`src/rtl/song_if.sv`:
```
// Control and playback-status bundle between a melody player and its controller.
// Master drives start/stop/loop_en; slave (the player) drives the note and status outputs.
interface song_if #(
  parameter int NOTE_W = 16,
  parameter int ADDR_W = 5
) ();
  logic              start;
  logic              stop;
  logic              loop_en;
  logic [NOTE_W-1:0] note;
  logic              playing;
  logic              busy;
  logic              done;
  logic [ADDR_W-1:0] index;

  modport master (
    output start, stop, loop_en,
    input  note, playing, busy, done, index
  );

  modport slave (
    input  start, stop, loop_en,
    output note, playing, busy, done, index
  );
endinterface

```
`src/rtl/song_sequencer.sv`:
```
// Self-timed melody player: walks an internal {dur, period} table, holding each note
// for dur*UNIT_CYC clocks followed by GAP_CYC silent clocks; note valid two clocks after start.
module song_sequencer #(
  parameter int NOTE_W   = 16,
  parameter int ADDR_W   = 5,
  parameter int DUR_W    = 3,
  parameter int UNIT_CYC = 12500000,
  parameter int GAP_CYC  = 1250000,
  parameter int CNT_W    = 32
) (
  input  logic clk,
  input  logic reset,
  song_if.slave sif
);

  localparam int ENT_W = DUR_W + NOTE_W;

  localparam logic [NOTE_W-1:0] P_C  = NOTE_W'(45866);
  localparam logic [NOTE_W-1:0] P_D  = NOTE_W'(40863);
  localparam logic [NOTE_W-1:0] P_E  = NOTE_W'(36404);
  localparam logic [NOTE_W-1:0] P_F  = NOTE_W'(34361);
  localparam logic [NOTE_W-1:0] P_G  = NOTE_W'(30612);
  localparam logic [NOTE_W-1:0] P_A  = NOTE_W'(27272);
  localparam logic [NOTE_W-1:0] P_AS = NOTE_W'(25742);
  localparam logic [NOTE_W-1:0] P_C5 = NOTE_W'(22933);

  typedef enum logic [2:0] {IDLE, FETCH, DECODE, PLAY, GAP} state_t;

  state_t            state;
  logic [ENT_W-1:0]  rom_dat;
  logic [NOTE_W-1:0] rom_period;
  logic [DUR_W-1:0]  rom_dur;
  logic [CNT_W-1:0]  cnt;
  logic              wrapped;
  logic              end_of_song;
  logic [NOTE_W-1:0] note_q;
  logic              playing_q;
  logic              busy_q;
  logic              done_q;
  logic [ADDR_W-1:0] idx_q;

  function automatic logic [ENT_W-1:0] song_entry(input logic [ADDR_W-1:0] a);
    logic [NOTE_W-1:0] p;
    logic [DUR_W-1:0]  d;
    p = '0;
    d = DUR_W'(1);
    case (int'(a))
      0, 1, 3, 6, 7, 9, 10, 13, 14: p = P_C;
      2, 8, 19:                     p = P_D;
      5, 18:                        p = P_E;
      4, 12, 17, 23, 25:            p = P_F;
      11, 24:                       p = P_G;
      16, 22:                       p = P_A;
      20, 21:                       p = P_AS;
      15:                           p = P_C5;
      default: begin
        p = '0;
        d = '0;
      end
    endcase
    case (int'(a))
      5, 12, 19, 25: d = DUR_W'(2);
      default:       ;
    endcase
    return {d, p};
  endfunction

  // Synchronous table read: data for idx_q is available one clock later (in DECODE).
  always_ff @(posedge clk) begin
    rom_dat <= song_entry(idx_q);
  end

  assign rom_period  = rom_dat[NOTE_W-1:0];
  assign rom_dur     = rom_dat[ENT_W-1:NOTE_W];
  assign end_of_song = (rom_period == '0) || (rom_dur == '0) || wrapped;

  always_ff @(posedge clk or posedge reset) begin
    if (reset) begin
      state     <= IDLE;
      note_q    <= '0;
      playing_q <= 1'b0;
      busy_q    <= 1'b0;
      done_q    <= 1'b0;
      idx_q     <= '0;
      cnt       <= '0;
      wrapped   <= 1'b0;
    end else begin
      done_q <= 1'b0;
      if (state != IDLE && sif.stop) begin
        state     <= IDLE;
        note_q    <= '0;
        playing_q <= 1'b0;
        busy_q    <= 1'b0;
        idx_q     <= '0;
        cnt       <= '0;
        wrapped   <= 1'b0;
      end else begin
        case (state)
          IDLE: begin
            if (sif.start && !sif.stop) begin
              state   <= FETCH;
              idx_q   <= '0;
              busy_q  <= 1'b1;
              wrapped <= 1'b0;
            end
          end
          FETCH: state <= DECODE;
          DECODE: begin
            if (!end_of_song) begin
              note_q    <= rom_period;
              playing_q <= 1'b1;
              cnt       <= CNT_W'(rom_dur) * CNT_W'(UNIT_CYC) - CNT_W'(1);
              state     <= PLAY;
            end else if (sif.loop_en) begin
              idx_q   <= '0;
              wrapped <= 1'b0;
              state   <= FETCH;
            end else begin
              done_q <= 1'b1;
              busy_q <= 1'b0;
              state  <= IDLE;
            end
          end
          PLAY: begin
            if (cnt == '0) begin
              note_q    <= '0;
              playing_q <= 1'b0;
              if (GAP_CYC == 0) begin
                idx_q <= idx_q + ADDR_W'(1);
                if (idx_q == '1) wrapped <= 1'b1;
                state <= FETCH;
              end else begin
                cnt   <= CNT_W'(GAP_CYC - 1);
                state <= GAP;
              end
            end else begin
              cnt <= cnt - CNT_W'(1);
            end
          end
          GAP: begin
            if (cnt == '0) begin
              // Advancing past the last address marks the song as finished.
              idx_q <= idx_q + ADDR_W'(1);
              if (idx_q == '1) wrapped <= 1'b1;
              state <= FETCH;
            end else begin
              cnt <= cnt - CNT_W'(1);
            end
          end
          default: state <= IDLE;
        endcase
      end
    end
  end

  assign sif.note    = note_q;
  assign sif.playing = playing_q;
  assign sif.busy    = busy_q;
  assign sif.done    = done_q;
  assign sif.index   = idx_q;

endmodule
```
`src/flat_wrapper.sv`:
```
// flat-port wrapper written by rule: the top's interface ports become plain ports
module song_sequencer_flat 
#(
  parameter int NOTE_W   = 16,
  parameter int ADDR_W   = 5,
  parameter int DUR_W    = 3,
  parameter int UNIT_CYC = 12500000,
  parameter int GAP_CYC  = 1250000,
  parameter int CNT_W    = 32
)
  (clk, reset, sif_start, sif_stop, sif_loop_en, sif_note, sif_playing, sif_busy, sif_done, sif_index);
  song_if #(.NOTE_W(NOTE_W), .ADDR_W(ADDR_W)) sif_i ();
  input  logic clk;
  input  logic reset;
  input wire logic [$bits(sif_i.start)-1:0] sif_start;
  input wire logic [$bits(sif_i.stop)-1:0] sif_stop;
  input wire logic [$bits(sif_i.loop_en)-1:0] sif_loop_en;
  output wire logic [$bits(sif_i.note)-1:0] sif_note;
  output wire logic [$bits(sif_i.playing)-1:0] sif_playing;
  output wire logic [$bits(sif_i.busy)-1:0] sif_busy;
  output wire logic [$bits(sif_i.done)-1:0] sif_done;
  output wire logic [$bits(sif_i.index)-1:0] sif_index;
  assign sif_i.start = sif_start;
  assign sif_i.stop = sif_stop;
  assign sif_i.loop_en = sif_loop_en;
  assign sif_note = sif_i.note;
  assign sif_playing = sif_i.playing;
  assign sif_busy = sif_i.busy;
  assign sif_done = sif_i.done;
  assign sif_index = sif_i.index;
  song_sequencer #(.NOTE_W(NOTE_W), .ADDR_W(ADDR_W), .DUR_W(DUR_W), .UNIT_CYC(UNIT_CYC), .GAP_CYC(GAP_CYC), .CNT_W(CNT_W)) u_core (.clk(clk), .reset(reset), .sif(sif_i));
endmodule
```
`config.mk`:
```
export PLATFORM = sky130hd
export DESIGN_NAME = song_sequencer_flat
export DESIGN_NICKNAME = d
export VERILOG_FILES = /design/src/rtl/song_if.sv /design/src/rtl/song_sequencer.sv /design/src/flat_wrapper.sv
export SDC_FILE = /design/constraint.sdc
export NUM_CORES = 1
export LEC_CHECK = 0
export BUFFER_PORTS_ARGS = -buffer_cell sky130_fd_sc_hd__buf_2
export CORE_ASPECT_RATIO = 1.1
export CORE_MARGIN = 3
export CORE_UTILIZATION = 35
export CTS_CLUSTER_DIAMETER = 60
export CTS_CLUSTER_SIZE = 24
export DETAILED_ROUTE_END_ITERATION = 8
export HOLD_SLACK_MARGIN = 0.08
export PLACE_DENSITY = 0.6
export SYNTH_ARGS = -nofsm -noshare
export SYNTH_HDL_FRONTEND = slang
export SYNTH_SLANG_ARGS = --single-unit
```
`constraint.sdc`:
```
create_clock -name clk -period 4.03 [get_ports clk]
set_input_delay 0.403 -clock clk [delete_from_list [all_inputs] [get_ports clk]]
set_output_delay 0.403 -clock clk [all_outputs]
set_load 0.01 [all_outputs]
```
[After elaboration in Yosys (flattened, before gate mapping)]
Index checks and enable logic that the tools add are counted.
Operators by class
  divide/modulo/power cells: 0
  reduce and logical (&&, ||, !) cells: 30
  bitwise gates (word level): 0
  shift operators: 0
  multiply operators: 1
  mux-type cells: 44
  equal/unequal tests: 39
  add/sub/neg operators: 3
  magnitude comparators: 0
Operators with widths (number)
  32-bit two-way mux: 4
  16-bit one-hot mux with 8 select lines: 1
  32-bit one-hot mux with 3 select lines: 1
  5-bit equality test, second input constant: 11
  16-bit two-way mux: 3
  5-bit by 4-bit equality test with 1-bit output, second input constant: 8
  32-bit zero test: 1
  16-bit one-hot mux with 2 select lines: 1
  32-bit by 1-bit subtractor with 32-bit output, second input constant: 1
  27-bit by 1-bit subtractor with 28-bit output, second input constant: 1
  26-bit OR reduction: 1
  5-bit two-way mux: 5
  3-bit by 19-bit multiplier with 22-bit output, second input constant: 1
  5-bit by 3-bit equality test with 1-bit output, second input constant: 4
  1-bit two-way mux: 19
  16-bit zero test: 1
  3-bit two-way mux: 5
  3-bit by 1-bit != test with 1-bit output, second input constant: 5
  3-bit one-hot mux with 5 select lines: 1
  5-bit one-hot mux with 3 select lines: 1
  5-bit by 2-bit equality test with 1-bit output, second input constant: 2
  3-bit by 2-bit != test with 1-bit output, second input constant: 3
  3-bit AND reduction: 3
  3-bit nonzero test: 3
  22 further kinds: 31
Storage, ports and cells
  memories kept: 0
  RAM bits: 0
  output and inout bits: 24
  bits in read-only memories: 0
  flip-flop bits (word level): 79
  latch bits: 0

[Depth between registers and ports, before layout]
  depth in word-level cells: 6
  mapped depth: 9
  depth with buffers taken out: 7

[Least setup slack after synthesis]
No wires, ideal clock.
  kind: register to register
  from: reg u_core.cnt[0]
  to: reg u_core.cnt[8]
  setup time: 0.126 ns
  arrival time: 2.797 ns
  period minus slack after synthesis: 2.923 ns
  cell stages (with the launch flop): 10
  slack: 1.107 ns
  path through: dfrtp_1 inv_1 ha_1 or4b_2 or3_1 clkbuf_1 nor3_2 clkbuf_1 o21ai_0 a221o_1
Between the ends
  word-level cells in the longest chain between the ends: 4
Ends and longest elaborated chain
  start: declaration: line song_sequencer.sv:33  | logic [CNT_W-1:0] cnt;
  start signal: assignment: line song_sequencer.sv:112  | cnt <= CNT_W'(rom_dur) * CNT_W'(UNIT_CYC) - CNT_W'(1);
  start signal: assignment: line song_sequencer.sv:133  | cnt <= CNT_W'(GAP_CYC - 1);
  start signal: assignment: line song_sequencer.sv:137  | cnt <= cnt - CNT_W'(1);
  32-bit by 1-bit subtractor with 32-bit output / 32-bit zero test (equally long branches)
  32-bit two-way mux, on equally long branches: line song_sequencer.sv:141, song_sequencer.sv:125
  32-bit one-hot mux with 3 select lines: line song_sequencer.sv:98  | case (state)
  32-bit two-way mux: line song_sequencer.sv:89  | if (state != IDLE && sif.stop) begin
Parallel ways exist; a longest one is shown, timed or not. The select of a mux whose other input is x is not followed.
A chain may end at the register's enable or synchronous reset.

[Worst setup path after layout]
  from: reg u_core.cnt[0]
  to: reg u_core.cnt[15]
Same word-level chain as after synthesis.

==> impl_metrics.yaml <==
status:
  status: "completed"
yosys:
  syn_inst: 500
  synth_top_cell_by_area: "dfrtp_1"
  synth_xor_area_share_pct: 0
  synth-seq-cells: 74
  async_flop_share_pct: 78.4
  synth_top_family_by_area: "compound AO/OA/AOI/OAI gates"
  synth_compound_area_share_pct: 29.5
  yosysSeqAreaShare_pct: 39.0
  syn_area_um2: 4550
  synth-adder-area-share_pct: 3.58
  synth.distinct_cells: 69
  avgSynthCellArea_um2: 9.09
  yosys.area.top_type_share_pct: 31.9
  synth_mux_area_share_pct: 2.56
  synth_common_cells: "dfrtp_1 (58), nor2_1 (34), clkbuf_1 (33)"
  synth.net_count: 518
  synth_edf_count: 0
  ys_warn_count: 0
  ys.flop_type: "dfrtp_1"
  synth_area_leaders: "dfrtp_1 (32%), dfxtp_1 (7.0%), o221ai_1 (3.9%), a22o_1 (3.7%), ha_1 (3.6%)"
  post-synth-top-count-cell: "dfrtp_1"
  synthSimpleGateAreaFrac_pct: 19.8
cts:
  numCtsBuffers: 9
  clockBufferDepth: 2
  cts_resized: 0
  cts_hold_buffers: 0
  htreeDepth: 3
  cts_setup_buffers: 0
  cts_root_buffer: "clkbuf_16"
  cts_tree: "yes"
  path_clk_slew_ps: 60
  worstSkewPairLatency_ps: 340
  clock-sinks: 74
global_routing:
  busiest_layer: "met2"
  grt_max_degree: 36
  grt_use_total_pct: 18.2
  grt_pass1_vias: 4142
  grt-ovfl-total: 0
  met1_usage_pct: 23.6
  met3_usage_pct: 4.11
  grt_pass1_wl_um: 21300
  antenna_found_initial: 0
  met2_usage_pct: 28.8
worst_setup_path:
  cp.required_ps: 4260
  cp-start-kind: "flop"
  worstPathArrival_ps: 3540
  cp_cell_sequence: "inv_1 > ha_1 > or4b_2 > or3_1 > o311ai_0 > o221ai_1 > a32o_1"
  cp_slowest_stage_delay_ps: 830
  cp-end-kind: "flop"
  path_max_fanout: 8
  critPathSlowestCell: "o311ai_0"
  crit_type: "flop to flop"
power_and_ir_drop:
  p_leak_nw: 2.05
  power_frac_seq_pct: 37.2
  p_int_mw: 1.86
  cellPowerDensity_nw_per_um2: 609
  p_sw_mw: 1.24
  power_switching_share_pct: 39.9
  clkPwrFrac_pct: 27.1
  vdd_ir_drop_max_v: 0.000227
  p_comb_share_pct: 35.7
floorplanning:
  initial_utilization_pct: 36.0
  fp.dieW_um: 115
  die_h_um: 126
  die-area_um2: 14400
  io_pins: 29
  coreArea_um2: 12600
  rows: 43
timing:
  slew_viol_final: 0
  skew_ps: 5.75
  final_hold_viol_count: 0
  fmax_ghz: 0.301
  finalCritPeriodShare_pct: 82.3
  worst_slew_pin_slew_ps: 931
  period_needed_ps: 3320
  setup_viol: 0
  slew_headroom_pct: 37.1
  rsz0062_at_grt: "false"
  tns_ps: 0
drt:
  drtIter0Drc: 289
  drt-total-wl_um: 12600
  num_vias: 4239
  routed_via_density: 6.31
  drc: 0
  wire_per_inst_um: 18.8
  ant_nets: 0
  drtPass1Iterations: 5
final_layout:
  diodes: 0
  stdcell_count: 672
  fin_nets: 528
  drive_above_1_share_pct: 13.2
  syn_to_final_growth_pct: 12.1
  num-fill-cells: 1230
place:
  dpl.hpwl_um: 8870
  routabilityCongestion: 0.856
  port_buffers: 27
  place_inst: 656
run:
  max_cap_viol_count: 0
worst_hold_path:
  min_path_type: "input pin to async pin"
-- metal layers --
| layer | up-vias | share of wire, % |
|---|---|---|
| met3 | 35 | 6.3 |
| met1 | 2050 | 43 |
| met5 | - | 0 |
| li1 | 1983 | - |
| met2 | 171 | 47 |
| met4 | 0 | 3.4 |
-- logic make-up after synthesis --
kind of cell / count (synthesis)
mux: 11
compound gates: 173
fa+ha+maj: 13
simple gates: 168
flops: 74
buf+inv: 60
other cells: 1
-- layout by cell type (no fill, tap or decap), types with 7 or more instances in the layout --
| cell | synthesis | final |
|---|---|---|
| dfrtp_1 | 58 | 58 |
| nor2_1 | 34 | 34 |
| nand2_1 | 31 | 31 |
| buf_2 | 1 | 27 |
| o21ai_0 | 24 | 24 |
| nor3_1 | 23 | 23 |
| o221ai_1 | 20 | 20 |
| inv_1 | 21 | 20 |
| a22o_1 | 19 | 19 |
| dfxtp_1 | 16 | 16 |
| a21oi_1 | 14 | 14 |
| a32o_1 | 14 | 14 |
| ha_1 | 13 | 13 |
| nor4_1 | 12 | 12 |
| nor2b_1 | 12 | 12 |
| o41ai_1 | 11 | 11 |
| nand3_1 | 10 | 10 |
| buf_4 | 2 | 10 |
| clkbuf_16 | 0 | 9 |
| o31ai_1 | 8 | 8 |
| or3_1 | 7 | 7 |
-- final cells by class --
cell class                 count  area (um^2)  area share [%]
multi-input combinational    366         2520            49.6
inverter                      22         82.6            1.62
sequential                    74         1770            34.8
clock inverter                 7         83.8            1.65
clock buffer                   9          225            4.42
timing repair buffer          37          210            4.13
tap                          157          196            3.86
-- registers in the layout (all words and copies together) (netlist names) --
| signal | cells |
|---|---|
| u_core.sif.done | 1 |
| u_core.rom_dat | 16 |
| u_core.wrapped | 1 |
| u_core.state | 3 |
| u_core.sif.note | 14 |
| u_core.cnt | 32 |
| u_core.sif.busy | 1 |
| u_core.sif.playing | 1 |
| u_core.sif.index | 5 |
-- path summary, 6_finish.rpt --
| path | startpoint | to | slack, ps | cells past startpoint |
|---|---|---|---|---|
| min in group clk | sif_loop_en | u_core.sif.done | 280 | 2 |
| hold reg to reg | u_core.rom_dat[10] | u_core.sif.note[10] | 480 | 1 |
| hold / removal | reset | u_core.sif.note[5] | 190 | 2 |
| setup reg to reg | u_core.cnt[0] | u_core.cnt[15] | 710 | 7 |
| setup / recovery | u_core.cnt[0] | u_core.cnt[15] | 710 | 7 |
| max in group asynchronous | reset | u_core.cnt[30] | 3000 | 3 |
-- per-stage QoR --
step	power (mW)	hold WS (ps)	instance area, um^2	setup WS (ps)	utilization, %
6_report	3.10	187	5090	713	40.3
4_1_cts	3.10	224	5090	737	40.3
5_1_grt	3.30	260	5090	566	40.3
3_3_place_gp	2.24	458	4790	845	37.9
2_1_floorplan	1.95	457	4550	1110	-
3_5_place_dp	2.25	469	4790	763	37.9
-- power groups by stage --
stage / combinational (mW) / sequential [mW] / clock (mW)
after global placement: 1.08 / 1.16 / 0
after CTS: 1.09 / 1.15 / 0.855
final: 1.11 / 1.15 / 0.839
after detailed placement: 1.09 / 1.16 / 0
after global routing: 1.23 / 1.19 / 0.886
after floorplan: 0.868 / 1.09 / 0
-- critical path: cells and delay by family, from the launching register on --
family | cells | cell delay (ps)
and+or+nand+nor | 2 | 1160
adders and majority gates | 1 | 220
AOI/OAI and AO/OA | 3 | 1340
buffers and inverters | 1 | 70
DFF | 1 | 410
No activity file was read; power rests on OpenSTA's default activity.
